## src/rtl/fader_pkg.sv

```systemverilog
// Shared widths and types for the fader output monitor.
package fader_pkg;
    localparam int SAMPLE_W  = 16;
    localparam int T_INDEX_W = 25;
    localparam int POWER_W   = 32;

    typedef struct packed {
        logic signed [SAMPLE_W-1:0] re;
        logic signed [SAMPLE_W-1:0] im;
    } sample_t;

    typedef logic [POWER_W-1:0]   power_t;
    typedef logic [T_INDEX_W-1:0] t_index_t;

    typedef enum logic {IDLE, BUSY} hs_state_t;
endpackage

```

## src/rtl/fader_monitor_if.sv

```systemverilog
// Fader-side handshake plus block-result port of the monitor.
interface fader_monitor_if;
    import fader_pkg::*;

    logic                       start;
    t_index_t                   t_index;
    logic                       dv_out;
    logic signed [SAMPLE_W-1:0] Zc_real;
    logic signed [SAMPLE_W-1:0] Zc_imag;

    logic                       blk_valid;
    logic                       blk_ready;
    power_t                     blk_mean;
    power_t                     blk_min;
    power_t                     blk_max;
    t_index_t                   blk_t_index;
    logic [15:0]                drop_count;
    logic                       err_timeout;
    logic                       err_overlap;
    logic                       err_spurious;

    modport master (
        output start, t_index, dv_out, Zc_real, Zc_imag, blk_ready,
        input  blk_valid, blk_mean, blk_min, blk_max, blk_t_index,
               drop_count, err_timeout, err_overlap, err_spurious
    );

    modport slave (
        input  start, t_index, dv_out, Zc_real, Zc_imag, blk_ready,
        output blk_valid, blk_mean, blk_min, blk_max, blk_t_index,
               drop_count, err_timeout, err_overlap, err_spurious
    );
endinterface

```

## src/rtl/fader_power.sv

```systemverilog
// Three-stage |Z|^2 pipeline (input register, squares, sum) with a tag riding alongside.
module fader_power
    import fader_pkg::*;
(
    input  logic     clk,
    input  logic     reset,
    input  logic     valid_i,
    input  sample_t  sample_i,
    input  t_index_t tag_i,
    output logic     valid_o,
    output power_t   power_o,
    output t_index_t tag_o
);
    logic [2:0]                valid_q;
    sample_t                   sample_q;
    logic signed [POWER_W-1:0] sq_re_q, sq_im_q;
    power_t                    power_q;
    t_index_t                  tag1_q, tag2_q, tag3_q;
    logic signed [POWER_W-1:0] re_ext, im_ext;

    assign re_ext = POWER_W'($signed(sample_q.re));
    assign im_ext = POWER_W'($signed(sample_q.im));

    // NOTE: non-blocking assignments so each stage takes the previous stage's old value.
    always_ff @(posedge clk) begin
        if (reset) valid_q <= '0;
        else       valid_q <= {valid_q[1:0], valid_i};
    end

    // NOTE: datapath registers carry no reset; the valid bits alone qualify them.
    always_ff @(posedge clk) begin
        sample_q <= sample_i;
        tag1_q   <= tag_i;
        sq_re_q  <= re_ext * re_ext;
        sq_im_q  <= im_ext * im_ext;
        tag2_q   <= tag1_q;
        power_q  <= power_t'(sq_re_q) + power_t'(sq_im_q);
        tag3_q   <= tag2_q;
    end

    assign valid_o = valid_q[2];
    assign power_o = power_q;
    assign tag_o   = tag3_q;
endmodule

```

## src/rtl/fader_monitor.sv

```systemverilog
// Fader consumer: start/dv_out protocol checker with watchdog, plus block power statistics.
module fader_monitor
    import fader_pkg::*;
#(
    parameter int LOG2_AVG = 4,
    parameter int TIMEOUT  = 1023
)
(
    input logic            clk,
    input logic            reset,
    fader_monitor_if.slave bus
);
    localparam int TIMER_W = (TIMEOUT > 0) ? $clog2(TIMEOUT + 1) : 1;
    localparam int CNT_W   = (LOG2_AVG > 0) ? LOG2_AVG : 1;
    localparam int ACC_W   = POWER_W + LOG2_AVG;
    localparam logic [CNT_W-1:0]   LAST_CNT   = CNT_W'((1 << LOG2_AVG) - 1);
    localparam logic [TIMER_W-1:0] TIMER_LOAD = TIMER_W'(TIMEOUT);

    hs_state_t          state_q, state_d;
    logic [TIMER_W-1:0] timer_q, timer_d;
    t_index_t           pending_q, pending_d;
    logic               set_timeout, set_overlap, set_spurious;
    logic               err_timeout_q, err_overlap_q, err_spurious_q;

    always_ff @(posedge clk) begin
        if (reset) begin
            state_q        <= IDLE;
            timer_q        <= '0;
            pending_q      <= '0;
            err_timeout_q  <= 1'b0;
            err_overlap_q  <= 1'b0;
            err_spurious_q <= 1'b0;
        end else begin
            state_q        <= state_d;
            timer_q        <= timer_d;
            pending_q      <= pending_d;
            err_timeout_q  <= err_timeout_q  | set_timeout;
            err_overlap_q  <= err_overlap_q  | set_overlap;
            err_spurious_q <= err_spurious_q | set_spurious;
        end
    end

    // NOTE: every output of this block gets a default first, so no path can infer a latch.
    always_comb begin
        state_d      = state_q;
        timer_d      = timer_q;
        pending_d    = pending_q;
        set_timeout  = 1'b0;
        set_overlap  = 1'b0;
        set_spurious = 1'b0;
        unique case (state_q)
            IDLE: begin
                set_spurious = bus.dv_out;
                if (bus.start) begin
                    state_d   = BUSY;
                    pending_d = bus.t_index;
                    timer_d   = TIMER_LOAD;
                end
            end
            BUSY: begin
                if (bus.start) begin
                    pending_d   = bus.t_index;
                    timer_d     = TIMER_LOAD;
                    set_overlap = !bus.dv_out;
                end else if (bus.dv_out) begin
                    state_d = IDLE;
                end else if (timer_q == '0) begin
                    state_d     = IDLE;
                    set_timeout = 1'b1;
                end else begin
                    timer_d = timer_q - TIMER_W'(1);
                end
            end
            default: state_d = IDLE;
        endcase
    end

    // Every dv_out is measured, including spurious ones; the tag is the last latched t_index.
    sample_t  sample_in;
    logic     p_valid;
    power_t   p;
    t_index_t p_tag;

    assign sample_in.re = bus.Zc_real;
    assign sample_in.im = bus.Zc_imag;

    fader_power u_power (
        .clk      (clk),
        .reset    (reset),
        .valid_i  (bus.dv_out),
        .sample_i (sample_in),
        .tag_i    (pending_q),
        .valid_o  (p_valid),
        .power_o  (p),
        .tag_o    (p_tag)
    );

    logic [CNT_W-1:0] count_q;
    logic [ACC_W-1:0] sum_q, sum_new;
    power_t           min_q, max_q, min_new, max_new, mean_new;
    logic             first, last, blk_done;

    always_comb begin
        first    = (count_q == '0);
        last     = (count_q == LAST_CNT);
        sum_new  = first ? ACC_W'(p) : sum_q + ACC_W'(p);
        min_new  = (first || p < min_q) ? p : min_q;
        max_new  = (first || p > max_q) ? p : max_q;
        mean_new = POWER_W'(sum_new >> LOG2_AVG);
        blk_done = p_valid && last;
    end

    always_ff @(posedge clk) begin
        if (reset) begin
            count_q <= '0;
            sum_q   <= '0;
            min_q   <= '0;
            max_q   <= '0;
        end else if (p_valid) begin
            count_q <= last ? '0 : count_q + CNT_W'(1);
            sum_q   <= sum_new;
            min_q   <= min_new;
            max_q   <= max_new;
        end
    end

    logic        blk_valid_q, handshake;
    power_t      blk_mean_q, blk_min_q, blk_max_q;
    t_index_t    blk_tag_q;
    logic [15:0] drop_q;

    assign handshake = blk_valid_q && bus.blk_ready;

    // A completing block may replace the held one only when the slot is empty or being read.
    always_ff @(posedge clk) begin
        if (reset) begin
            blk_valid_q <= 1'b0;
            blk_mean_q  <= '0;
            blk_min_q   <= '0;
            blk_max_q   <= '0;
            blk_tag_q   <= '0;
            drop_q      <= '0;
        end else if (blk_done && (!blk_valid_q || handshake)) begin
            blk_valid_q <= 1'b1;
            blk_mean_q  <= mean_new;
            blk_min_q   <= min_new;
            blk_max_q   <= max_new;
            blk_tag_q   <= p_tag;
        end else begin
            if (handshake) blk_valid_q <= 1'b0;
            if (blk_done && drop_q != '1) drop_q <= drop_q + 16'd1;
        end
    end

    assign bus.blk_valid    = blk_valid_q;
    assign bus.blk_mean     = blk_mean_q;
    assign bus.blk_min      = blk_min_q;
    assign bus.blk_max      = blk_max_q;
    assign bus.blk_t_index  = blk_tag_q;
    assign bus.drop_count   = drop_q;
    assign bus.err_timeout  = err_timeout_q;
    assign bus.err_overlap  = err_overlap_q;
    assign bus.err_spurious = err_spurious_q;
endmodule

```

## src/flat_wrapper.sv

```systemverilog
// flat-port wrapper written by rule: the top's interface ports become plain ports
module fader_monitor_flat import fader_pkg::*;
#(
    parameter int LOG2_AVG = 4,
    parameter int TIMEOUT  = 1023
)
  (clk, reset, bus_start, bus_t_index, bus_dv_out, bus_Zc_real, bus_Zc_imag, bus_blk_ready, bus_blk_valid, bus_blk_mean, bus_blk_min, bus_blk_max, bus_blk_t_index, bus_drop_count, bus_err_timeout, bus_err_overlap, bus_err_spurious);
  fader_monitor_if bus_i ();
  input logic clk;
  input logic reset;
  input wire logic [$bits(bus_i.start)-1:0] bus_start;
  input wire logic [$bits(bus_i.t_index)-1:0] bus_t_index;
  input wire logic [$bits(bus_i.dv_out)-1:0] bus_dv_out;
  input wire logic [$bits(bus_i.Zc_real)-1:0] bus_Zc_real;
  input wire logic [$bits(bus_i.Zc_imag)-1:0] bus_Zc_imag;
  input wire logic [$bits(bus_i.blk_ready)-1:0] bus_blk_ready;
  output wire logic [$bits(bus_i.blk_valid)-1:0] bus_blk_valid;
  output wire logic [$bits(bus_i.blk_mean)-1:0] bus_blk_mean;
  output wire logic [$bits(bus_i.blk_min)-1:0] bus_blk_min;
  output wire logic [$bits(bus_i.blk_max)-1:0] bus_blk_max;
  output wire logic [$bits(bus_i.blk_t_index)-1:0] bus_blk_t_index;
  output wire logic [$bits(bus_i.drop_count)-1:0] bus_drop_count;
  output wire logic [$bits(bus_i.err_timeout)-1:0] bus_err_timeout;
  output wire logic [$bits(bus_i.err_overlap)-1:0] bus_err_overlap;
  output wire logic [$bits(bus_i.err_spurious)-1:0] bus_err_spurious;
  assign bus_i.start = bus_start;
  assign bus_i.t_index = bus_t_index;
  assign bus_i.dv_out = bus_dv_out;
  assign bus_i.Zc_real = bus_Zc_real;
  assign bus_i.Zc_imag = bus_Zc_imag;
  assign bus_i.blk_ready = bus_blk_ready;
  assign bus_blk_valid = bus_i.blk_valid;
  assign bus_blk_mean = bus_i.blk_mean;
  assign bus_blk_min = bus_i.blk_min;
  assign bus_blk_max = bus_i.blk_max;
  assign bus_blk_t_index = bus_i.blk_t_index;
  assign bus_drop_count = bus_i.drop_count;
  assign bus_err_timeout = bus_i.err_timeout;
  assign bus_err_overlap = bus_i.err_overlap;
  assign bus_err_spurious = bus_i.err_spurious;
  fader_monitor #(.LOG2_AVG(LOG2_AVG), .TIMEOUT(TIMEOUT)) u_core (.clk(clk), .reset(reset), .bus(bus_i));
endmodule
```

## config.mk

```make
export PLATFORM = sky130hd
export DESIGN_NAME = fader_monitor_flat
export DESIGN_NICKNAME = d
export VERILOG_FILES = /design/src/rtl/fader_pkg.sv /design/src/rtl/fader_monitor_if.sv /design/src/rtl/fader_power.sv /design/src/rtl/fader_monitor.sv /design/src/flat_wrapper.sv
export SDC_FILE = /design/constraint.sdc
export NUM_CORES = 2
export LEC_CHECK = 0
export BUFFER_PORTS_ARGS = -buffer_cell sky130_fd_sc_hd__buf_2
export CORE_MARGIN = 2
export CORE_UTILIZATION = 40
export CTS_CLUSTER_SIZE = 12
export DETAILED_ROUTE_END_ITERATION = 7
export PLACE_DENSITY = 0.63
export SLEW_MARGIN = 20
export SYNTH_ARGS = -nofsm -noshare
export SYNTH_HDL_FRONTEND = slang
export SYNTH_SLANG_ARGS = --single-unit
```

## constraint.sdc

```tcl
create_clock -name clk -period 6.6 [get_ports clk]
set_input_delay 1.32 -clock clk [delete_from_list [all_inputs] [get_ports clk]]
set_output_delay 1.32 -clock clk [all_outputs]
set_load 0.01 [all_outputs]
```

==> results.toml <==
[status]
status = "completed"

[synth]
synth_common_cells = "735 x inv_1, 485 x dfxtp_1, 469 x fa_1"
synth-seq-cells = 485
yosysWarnings = 0
synthCells = 4086
synth_area_um2 = 37700
ys_top_cells_by_area = "dfxtp_1 26%, fa_1 25%, ha_1 10%, inv_1 7.3%, nand2_1 3.6%"
async_flop_share_pct = 0
yosysTopAreaCell = "dfxtp_1"
synth_top_area_share_pct = 25.8
ys_seq_area_share_pct = 25.8
synthesis.nets = 4926
synth.most_common_cell = "inv_1"
synth_edf_count = 0
syn_area_per_cell_um2 = 9.22
synthFlopType = "dfxtp_1"
synth_cell_type_count = 73

[timing]
tns_ns = 0
period_needed_ns = 6.20
slew_headroom_pct = 30.8
max_slew.worst_pin.slew_ns = 1.04
final_max_slew_viol_count = 0
whs_ns = 0.310
rsz0062_at_grt = "no"
period_share_pct = 94.0
hold_viol_final = 0
max_freq_ghz = 0.161
fin_skew_ns = 0.0195
setup_viol = 0

[die]
ios = 203
core_um2 = 93300
die_h_um = 311
fp-row-count = 112
floorplan.initialDensity_pct = 40.4
die-area_um2 = 96600
die_width_um = 311

[routing]
wl_met3_mm = 3.99
vias = 28138
totalWireLength_mm = 91.4
wl_per_cell_um = 16.5
dr.max_layer_used = "met5"
wl_met1_mm = 39.4
drtIter0Drc = 1611
wl_met2_mm = 45.6
postRouteAntennaNets = 0
viasPerCell = 5.09
drtPass1Iterations = 7
drcViolationCount = 0

[global_route]
overflow = 0
grt_pass1_wl_mm = 151
grt_util_all_layers_pct = 19.2
grt_max_degree = 104
grt_pass1_vias = 28886
antenna_found_initial = 4

[finish]
utilization_pct = 45.0
drive_gt1_share_pct = 10.1
area_growth_pct = 11.4
finalNetCount = 5072
instances_no_fill = 5525

[min_path]
holdPathEnd = "u_core.u_power.tag_o[3]"
hold_start = "u_core.u_power.tag2_q[3]"
min_path_type = "reg2reg"
hold_depth = 0

[worst_setup_path]
crit_top_cell = "fa_1"
crit_chain = "inv_1, nor2_1, fa_1, inv_1, fa_1, fa_1, inv_1, fa_1, fa_1, inv_1, fa_1, inv_1, ha_1, a21o_1, a2111oi_1, a21oi_2, and3_1, o41ai_1, buf_4, o2111ai_1, a21oi_1, xnor2_1"
slowest_stage = "fa_1"
rr_startpoint = "u_core.u_power.re_ext[3]"
cp_top_family = "adder cells"
start_kind = "flip-flop"
regToRegEndpoint = "u_core.u_power.sq_re_q[31]"
required_ns = 7.10
worst-path-buf-inv = 6
crit_fanout = 6
r2r_setup_slack_ns = 0.40
worstSetupEndpointType = "flip-flop"
crit_type = "reg2reg"
rr_worst_depth = 22
cp_data_arrival_time_ns = 6.70
max_stage_delay_ns = 0.55

[cts]
cts_root_buffer = "clkbuf_16"
cts_buffers = 55
clock_path_buffers = 3
clk_pin_slew_ns = 0.07
cts_tree = "done"
cts_setup_buffers = 0
cts_hold_buf = 0
insertion_delay_ns = 0.63
htree_levels = 2
clock_sinks = 485

[placed_design]
io_buffers = 202
hpwl_mm = 71.2
dp.cells = 5429
routabilityCongestion = 0.887

[flow_run]
maxCapViolations = 0
repair_timing:
action / CTS / global route
setup endpoints to repair: 0 / 16
gates resized for setup: 0 / 14
endpoints found under the hold margin: 0 / 0
per-layer routing:
layer | global-route usage, % | up-vias
met5 | 0 | -
met3 | 2.46 | 135
met2 | 34.0 | 577
met4 | 5.14 | 2
met1 | 24.6 | 13882
li1 | - | 13542
area by class of cell:
class | instances | area, µm²
Inverter | 738 | 2770
Clock buffer | 72 | 1520
Tap cell | 1254 | 1570
Timing Repair Buffer | 264 | 1530
Sequential cell | 485 | 9720
Multi-Input combinational cell | 2688 | 24600
Clock inverter | 21 | 277
Antenna cell | 3 | 7.51
Fill cell | 9167 | 51400
worst max-delay path by stage:
stage                               from                          to  slack, ns  cells past startpoint
2_1_floorplan   u_core.u_power.re_ext[4]  u_core.u_power.sq_re_q[31]       0.37                     21
3_3_place_gp    u_core.u_power.im_ext[3]  u_core.u_power.sq_im_q[30]       0.22                     19
3_5_place_dp    u_core.u_power.im_ext[3]  u_core.u_power.sq_im_q[30]       0.13                     19
4_1_cts         u_core.u_power.im_ext[3]  u_core.u_power.sq_im_q[30]       0.11                     19
5_1_grt        u_core.u_power.im_ext[15]  u_core.u_power.sq_im_q[31]       0.02                     20
6_report        u_core.u_power.re_ext[3]  u_core.u_power.sq_re_q[31]       0.40                     22
logic make-up after synthesis:
| logic type | synth area share [%] |
|---|---|
| XOR/XNOR | 3.53 |
| buffers and inverters | 9.17 |
| AO/OA/AOI/OAI | 12.3 |
| AND/OR/NAND/NOR | 12.1 |
| multiplexers | 1.97 |
| adder cells (fa/ha/maj) | 35.2 |
| flip-flops | 25.8 |
cell usage in the layout (no fill, tap or decap), types with 13 or more instances in the layout:
master	synthesis	routed
nand2_1	357	355
buf_2	5	201
o21bai_1	13	13
o21a_1	24	24
clkbuf_16	0	55
fa_1	469	468
nor2_1	301	301
or3_1	24	24
nand2b_1	16	16
and2_1	84	83
xor2_1	45	45
inv_1	735	735
a31o_2	14	14
buf_4	0	59
nand3_1	34	34
nor4_1	42	42
nor3_1	45	45
and3_1	15	15
nor2b_1	21	21
ha_1	309	309
a31oi_1	48	47
dfxtp_1	485	476
nand4_1	33	33
a21o_1	59	59
a21oi_1	154	152
o211ai_1	44	44
a31o_1	29	29
a211oi_1	53	51
xnor2_1	107	107
o21ai_0	145	144
mux2i_1	73	73
o221a_2	32	32
metrics by stage:
stage	instance area [µm²]	setup slack, ns
floorplan	37700	0.370
global placement	40100	0.217
detailed placement	40100	0.135
CTS	41900	0.106
global route	42000	0.0229
finish	42000	0.399
registers in the layout, indices dropped and copies added (netlist names), 25 cells and up:
register / flops
u_core.bus.blk_max: 32
u_core.bus.blk_mean: 32
u_core.bus.blk_min: 32
u_core.bus.blk_t_index: 25
u_core.max_q: 32
u_core.min_q: 32
u_core.pending_q: 25
u_core.sum_q: 36
u_core.u_power.power_o: 32
u_core.u_power.sq_im_q: 31
u_core.u_power.sq_re_q: 31
u_core.u_power.tag1_q: 25
u_core.u_power.tag2_q: 25
u_core.u_power.tag_o: 25
Power is not shown: default switching activity piles up to over one toggle a cycle in this logic, so the estimate is an artifact.
